**config.mk**
```make
export PLATFORM = sky130hd
export DESIGN_NAME = mem_access_ctrl
export DESIGN_NICKNAME = d
export VERILOG_FILES = /design/src/rtl/mem_ctl_pkg.sv /design/src/rtl/mem_ctl_rd_pipe.sv /design/src/rtl/mem_access_ctrl.sv
export SDC_FILE = /design/constraint.sdc
export NUM_CORES = 1
export LEC_CHECK = 0
export ABC_AREA = 0
export CAP_MARGIN = 20
export CORE_MARGIN = 2
export CORE_UTILIZATION = 40
export CTS_CLUSTER_SIZE = 20
export DETAILED_ROUTE_END_ITERATION = 8
export PLACE_DENSITY = 0.78
export REMOVE_ABC_BUFFERS = 1
export SETUP_SLACK_MARGIN = 0.02
export SYNTH_ARGS = -nofsm -noshare
export SYNTH_HDL_FRONTEND = slang
export SYNTH_SLANG_ARGS = --single-unit
```
**constraint.sdc**
```tcl
create_clock -name clk -period 1.9 [get_ports clk]
set_input_delay 0.38 -clock clk [delete_from_list [all_inputs] [get_ports clk]]
set_output_delay 0.38 -clock clk [all_outputs]
set_load 0.005 [all_outputs]
```
**src/rtl/mem_ctl_pkg.sv**
```systemverilog
// Shared types and default widths for the main-memory access controller.
// Used by mem_access_ctrl and mem_ctl_rd_pipe.
package mem_ctl_pkg;
    localparam int ADDR_W_DEF    = 32;
    localparam int DATA_W_DEF    = 32;
    localparam int MEM_DEPTH_DEF = 101;
    localparam int BURST_MAX_DEF = 16;
    localparam int LEN_W_DEF     = $clog2(BURST_MAX_DEF + 1);

    typedef enum logic [1:0] {
        IDLE,
        WR,
        RD_ISS,
        RD_TAIL
    } state_t;
endpackage

```
**src/rtl/mem_ctl_rd_pipe.sv**
```systemverilog
// Read-return pipeline: tracks issued read beats through the memory's one-cycle
// latency, then captures the returned word into a registered response.
module mem_ctl_rd_pipe #(
    parameter int DATA_W = 32
) (
    input  logic              clk,
    input  logic              rst_n,
    input  logic              issue,
    input  logic              issue_last,
    input  logic [DATA_W-1:0] data,
    output logic              rsp_valid,
    output logic [DATA_W-1:0] rsp_data,
    output logic              rsp_last
);

    // Stage 1 is high in the cycle memory presents the word for an issued address.
    logic              cap_valid_reg;
    logic              cap_last_reg;
    logic              rsp_valid_reg;
    logic              rsp_last_reg;
    logic [DATA_W-1:0] rsp_data_reg;

    always_ff @(posedge clk or negedge rst_n) begin
        if (!rst_n) begin
            cap_valid_reg <= 1'b0;
            cap_last_reg  <= 1'b0;
            rsp_valid_reg <= 1'b0;
            rsp_last_reg  <= 1'b0;
            rsp_data_reg  <= '0;
        end else begin
            cap_valid_reg <= issue;
            cap_last_reg  <= issue & issue_last;
            rsp_valid_reg <= cap_valid_reg;
            rsp_last_reg  <= cap_last_reg;
            rsp_data_reg  <= cap_valid_reg ? data : '0;
        end
    end

    assign rsp_valid = rsp_valid_reg;
    assign rsp_last  = rsp_last_reg;
    assign rsp_data  = rsp_data_reg;

endmodule

```
**src/rtl/mem_access_ctrl.sv**
```systemverilog
// Initiator for the main-memory port: single-beat writes and 1..BURST_MAX word read bursts.
// Optional range rejection of requests is enabled by defining MEMCTL_BOUNDS_CHECK_EN.
module mem_access_ctrl
    import mem_ctl_pkg::*;
#(
    parameter int ADDR_W    = ADDR_W_DEF,
    parameter int DATA_W    = DATA_W_DEF,
    parameter int MEM_DEPTH = MEM_DEPTH_DEF,
    parameter int BURST_MAX = BURST_MAX_DEF,
    parameter int LEN_W     = $clog2(BURST_MAX + 1)
) (
    input  logic              clk,
    input  logic              rst_n,
    input  logic              req_valid,
    output logic              req_ready,
    input  logic              req_we,
    input  logic [ADDR_W-1:0] req_addr,
    input  logic [LEN_W-1:0]  req_len,
    input  logic [DATA_W-1:0] req_wdata,
    output logic              rsp_valid,
    output logic [DATA_W-1:0] rsp_data,
    output logic              rsp_last,
    output logic              done,
    output logic              err,
    output logic [ADDR_W-1:0] address,
    output logic              mem_read,
    output logic              mem_write,
    output logic [DATA_W-1:0] input_data,
    input  logic [DATA_W-1:0] data
);

`ifdef MEMCTL_BOUNDS_CHECK_EN
    localparam bit BOUNDS_EN = 1'b1;
`else
    localparam bit BOUNDS_EN = 1'b0;
`endif
    localparam int AW1 = ADDR_W + 1;

    state_t            state_reg, state_next;
    logic              ready_reg, ready_next;
    logic [LEN_W-1:0]  remain_reg, remain_next;
    logic [ADDR_W-1:0] address_reg, address_next;
    logic              mem_read_reg, mem_read_next;
    logic              mem_write_reg, mem_write_next;
    logic [DATA_W-1:0] input_data_reg, input_data_next;
    logic              done_reg, done_next;
    logic              err_reg, err_next;

    logic              accept;
    logic [LEN_W-1:0]  len_eff;
    logic [AW1-1:0]    start_ext;
    logic [AW1-1:0]    end_ext;
    logic              out_of_range;
    logic              reject;
    logic              issue_last;
    logic              pipe_last;

    assign accept  = req_valid & ready_reg;
    assign len_eff = (req_len > LEN_W'(BURST_MAX)) ? LEN_W'(BURST_MAX) : req_len;

    // One extra bit so start+len-1 cannot wrap when judging the burst end.
    assign start_ext    = {1'b0, req_addr};
    assign end_ext      = start_ext + AW1'(len_eff) - AW1'(1);
    assign out_of_range = (start_ext >= AW1'(MEM_DEPTH)) ||
                          (!req_we && (len_eff != '0) && (end_ext >= AW1'(MEM_DEPTH)));
    assign reject       = BOUNDS_EN && out_of_range;

    assign issue_last = (state_reg == RD_ISS) && (remain_reg == '0);

    always_comb begin
        state_next      = state_reg;
        remain_next     = remain_reg;
        address_next    = '0;
        mem_read_next   = 1'b0;
        mem_write_next  = 1'b0;
        input_data_next = '0;
        done_next       = 1'b0;
        err_next        = 1'b0;
        case (state_reg)
            IDLE: begin
                if (accept) begin
                    if (reject) begin
                        done_next = 1'b1;
                        err_next  = 1'b1;
                    end else if (req_we) begin
                        address_next    = req_addr;
                        input_data_next = req_wdata;
                        mem_write_next  = 1'b1;
                        state_next      = WR;
                    end else if (len_eff == '0) begin
                        done_next = 1'b1;
                    end else begin
                        address_next  = req_addr;
                        mem_read_next = 1'b1;
                        remain_next   = len_eff - LEN_W'(1);
                        state_next    = RD_ISS;
                    end
                end
            end
            WR: begin
                done_next  = 1'b1;
                state_next = IDLE;
            end
            RD_ISS: begin
                if (remain_reg == '0) begin
                    state_next = RD_TAIL;
                end else begin
                    address_next  = address_reg + ADDR_W'(1);
                    mem_read_next = 1'b1;
                    remain_next   = remain_reg - LEN_W'(1);
                end
            end
            RD_TAIL: begin
                if (pipe_last) begin
                    state_next = IDLE;
                end
            end
            default: state_next = IDLE;
        endcase
        ready_next = (state_next == IDLE);
    end

    always_ff @(posedge clk or negedge rst_n) begin
        if (!rst_n) begin
            state_reg      <= IDLE;
            ready_reg      <= 1'b0;
            remain_reg     <= '0;
            address_reg    <= '0;
            mem_read_reg   <= 1'b0;
            mem_write_reg  <= 1'b0;
            input_data_reg <= '0;
            done_reg       <= 1'b0;
            err_reg        <= 1'b0;
        end else begin
            state_reg      <= state_next;
            ready_reg      <= ready_next;
            remain_reg     <= remain_next;
            address_reg    <= address_next;
            mem_read_reg   <= mem_read_next;
            mem_write_reg  <= mem_write_next;
            input_data_reg <= input_data_next;
            done_reg       <= done_next;
            err_reg        <= err_next;
        end
    end

    mem_ctl_rd_pipe #(
        .DATA_W(DATA_W)
    ) u_rd_pipe (
        .clk       (clk),
        .rst_n     (rst_n),
        .issue     (mem_read_reg),
        .issue_last(issue_last),
        .data      (data),
        .rsp_valid (rsp_valid),
        .rsp_data  (rsp_data),
        .rsp_last  (pipe_last)
    );

    // Read completion is signalled by the final beat leaving the pipe.
    assign rsp_last   = pipe_last;
    assign done       = done_reg | pipe_last;
    assign err        = err_reg;
    assign req_ready  = ready_reg;
    assign address    = address_reg;
    assign mem_read   = mem_read_reg;
    assign mem_write  = mem_write_reg;
    assign input_data = input_data_reg;

endmodule

```
==> summary.txt <==
CTS
  • Clk sink count: 111
  • Clk_lat worst skew: 340 ps
  • Root Driver: clkbuf_16
  • Max Root-Sink Buffers: 2
  • CTS tree: yes
  • CTS clk-pin slew, worst paths: 70 ps
  • Num CTS Buffers: 9
  • H-Tree Depth: 3

Yosys
  • Post-synth EDFFs: 0
  • Synthesized area: 0.00452 mm²
  • Avg Synthesized Cell Area: 11.2 µm²
  • Register area share after synthesis: 0.614
  • Cells after Synth: 403
  • Main synth FF type: dfrtp_1
  • Post-synthesis register bit count: 111
  • Unique masters post-synth: 41
  • Synth warnings: 0
  • Ys async rst share: 1.00

Floorplanning
  • Die H: 110 µm
  • Die W: 110 µm
  • Initial Utilization: 0.413
  • IO Count: 208
  • Die area: 0.0122 mm²
  • Placement Rows: 38
  • Core area: 0.0109 mm²

Detailed routing
  • Vias per cell: 4.85
  • Final ANT Viol Nets: 0
  • DRT Pass-1 Iters: 6
  • Via count: 3707
  • Post-route DRC: 0
  • Initial DRC Count: 173
  • WL final: 11.7 mm
  • Routed wire per std cell: 15.3 µm

Timing
  • Maximum clock rate: 558 MHz
  • Final Setup Violations: 0
  • Final Skew: 4.53 ps
  • Hold slack: 354 ps
  • Final Max Slew Viols: 0
  • RSZ-0062 raised after global routing: true
  • Worst-Margin Slew: 744 ps
  • Final min period: 1790 ps
  • Slew HR: 0.504
  • Final Hold Viols: 0
  • Tcrit/Tclk final: 0.942

Global route
  • M3 GR Usage: 0.0506
  • Largest net degree at the start of global routing: 50
  • Layer with the highest usage: met2
  • Initial antenna violation count: 0
  • Aggregate global-route resource usage: 0.198
  • Gr ovfl total: 0
  • Met1 Usage GRT: 0.233
  • GR met2 Demand/Resource: 0.350
  • First-pass GRT wire length: 18.3 mm
  • Vias in the first global route: 3642

Layout
  • Area Growth Syn to Fin: 58.2%
  • Ant diodes: 0
  • Share of cells above drive strength 1: 0.0768
  • Nets: 728
  • Finished Layout Cells: 765
  • Post-route cell area: 0.00715 mm²

Place
  • Detailed Place HPWL: 8.75 mm
  • Inst Count DP: 749
  • IO Port Bufs: 206
  • Placer Congestion: 0.817
  • Post-DP Area: 0.00684 mm²

Run status
  • Status: completed

Setup path
  • WP depth: 6
  • FF-to-FF path depth: 6
  • CP startpoint kind: flop
  • Critical path type: flop to flop
  • Critical path fanouts, max: 7
  • Crit path required time: 2110 ps
  • Top delay family on crit path: flip-flops
  • CP Capture Point: remain_reg[4]$_DFFE_PN0P_
  • Crit path from: state_reg[1]$_DFF_PN0_
  • CP Data Arrival Time: 2010 ps
  • R2R setup slack: 110 ps
  • Reg-to-reg critical path endpoint: remain_reg[4]$_DFFE_PN0P_
  • CP endpoint kind: flop
  • CP Cell Sequence: nand2b_2 -> mux2i_1 -> ha_1 -> nor2_1 -> a22oi_1 -> o21ai_0
  • CP peak stage delay: 430 ps
  • Critical path's slowest cell: dfrtp_1
  • WP buf/inv: 0
  • RR Startpoint: state_reg[1]$_DFF_PN0_

Power
  • Cell leakage power: 3.06 nW
  • P per Cell Area: 1080 mW/mm²
  • Worst VDD drop: 0.699 mV

Run
  • # Max-Cap Violations: 0

Hold path
  • Hold Path Depth: 0
  • Worst min path class: flop to flop
## worst min path at each step
stage / from / end
final: u_rd_pipe.cap_last_reg$_DFF_PN0_ / u_rd_pipe.rsp_last$_DFF_PN0_
after global routing: u_rd_pipe.cap_last_reg$_DFF_PN0_ / u_rd_pipe.rsp_last$_DFF_PN0_
after CTS: u_rd_pipe.cap_last_reg$_DFF_PN0_ / u_rd_pipe.rsp_last$_DFF_PN0_
after detailed placement: u_rd_pipe.cap_last_reg$_DFF_PN0_ / u_rd_pipe.rsp_last$_DFF_PN0_
after global placement: u_rd_pipe.cap_last_reg$_DFF_PN0_ / u_rd_pipe.rsp_last$_DFF_PN0_
after floorplan: rst_n / address[0]$_DFF_PN0_
## synth_stat cells, drive strengths merged (2+ instances only)
cell      n  area [µm²]
nand4    12        75.1
nand2b    3        18.8
nor2b     4        25.0
ha        2        25.0
o21ai    33         169
o211ai    2        15.0
and2     66         413
nand2    53         199
and4      8        70.1
xnor2     9        78.8
and3      5        31.3
a31oi     2        12.5
a21oi     8        40.0
nor3      4        25.0
a21o      2        15.0
mux2i     3        33.8
xor2     21         184
nor4      2        25.0
dfrtp   111        2780
buf      10        63.8
nor2     14        55.1
nand3     8        40.0
inv       2        7.51
clkbuf    9        33.8
## power breakdown
| part | leakage [nW] | total [mW] | switching [mW] | internal, mW |
|---|---|---|---|---|
| Clock | 0.140 | 1.88 | 0.853 | 1.03 |
| Sequential | 1.47 | 3.26 | 0.421 | 2.84 |
| Combinational | 1.45 | 2.56 | 1.06 | 1.50 |
| Total | 3.06 | 7.70 | 2.34 | 5.37 |
## through the flow
step	TNS (ps)	total power, mW	utilization	setup slack (ps)
after floorplan	-1480	4.24	-	-102
after global placement	-1180	5.79	0.626	-96.4
after detailed placement	-3060	5.87	0.626	-211
after CTS	0	7.77	0.653	28.2
after global routing	0	8.19	0.654	3.12
final	0	7.70	0.654	109
## worst reg2reg max path, stage by stage, from the launching register on
cell and delay [ps]:
dfrtp_1 430, nand2b_2 180, mux2i_1 280, ha_1 320, nor2_1 120, a22oi_1 220, o21ai_0 120
## cells by family after synthesis
group                    count (synthesis)  share of synthesized area
multiplexers                             3                    0.00747
flip-flops                             111                      0.614
adder cells (fa/ha/maj)                  2                    0.00553
other                                    1                   0.000830
AND/OR/NAND/NOR                        183                      0.224
XOR/XNOR                                30                     0.0581
AO/OA/AOI/OAI                           52                     0.0664
buffers and inverters                   21                     0.0232
## cells in the final DEF (no fill, tap or decap), drive strengths merged, types with 3 or more instances in the layout
master         instances
a21oi                  8
and2                  66
and3                   5
and4                   8
buf                   20
clkbuf                 9
clkdlybuf4s50        204
dfrtp                111
inv                    4
mux2i                  3
nand2                 53
nand2b                 3
nand3                  8
nand4                 12
nor2                  14
nor2b                  4
nor3                   4
o21ai                 33
xnor2                  9
xor2                  21
## timing repair
item,CTS,global route
pin swaps,0,0
hold buffers,1,0
setup endpoints to repair,1,15
hold endpoints to repair,29,0
setup buffers,0,0
resized for setup,1,4
## final cells by class
class,instances,area [µm²]
timing repair buffer,226,2250
tap,140,175
clock inverter,6,70.1
inverter,2,7.51
sequential,111,2780
clock buffer,9,225
fill,887,3780
multi-input combinational,271,1650
## per-layer routing
layer | wire, µm | vias to the layer above | part of all wire
met1 | 4430 | 1775 | 0.38
met2 | 6220 | 147 | 0.53
li1 | - | 1769 | -
met4 | 191 | 0 | 0.016
met3 | 862 | 16 | 0.074
met5 | 0 | - | 0
Power figures use the tool's default switching activity.
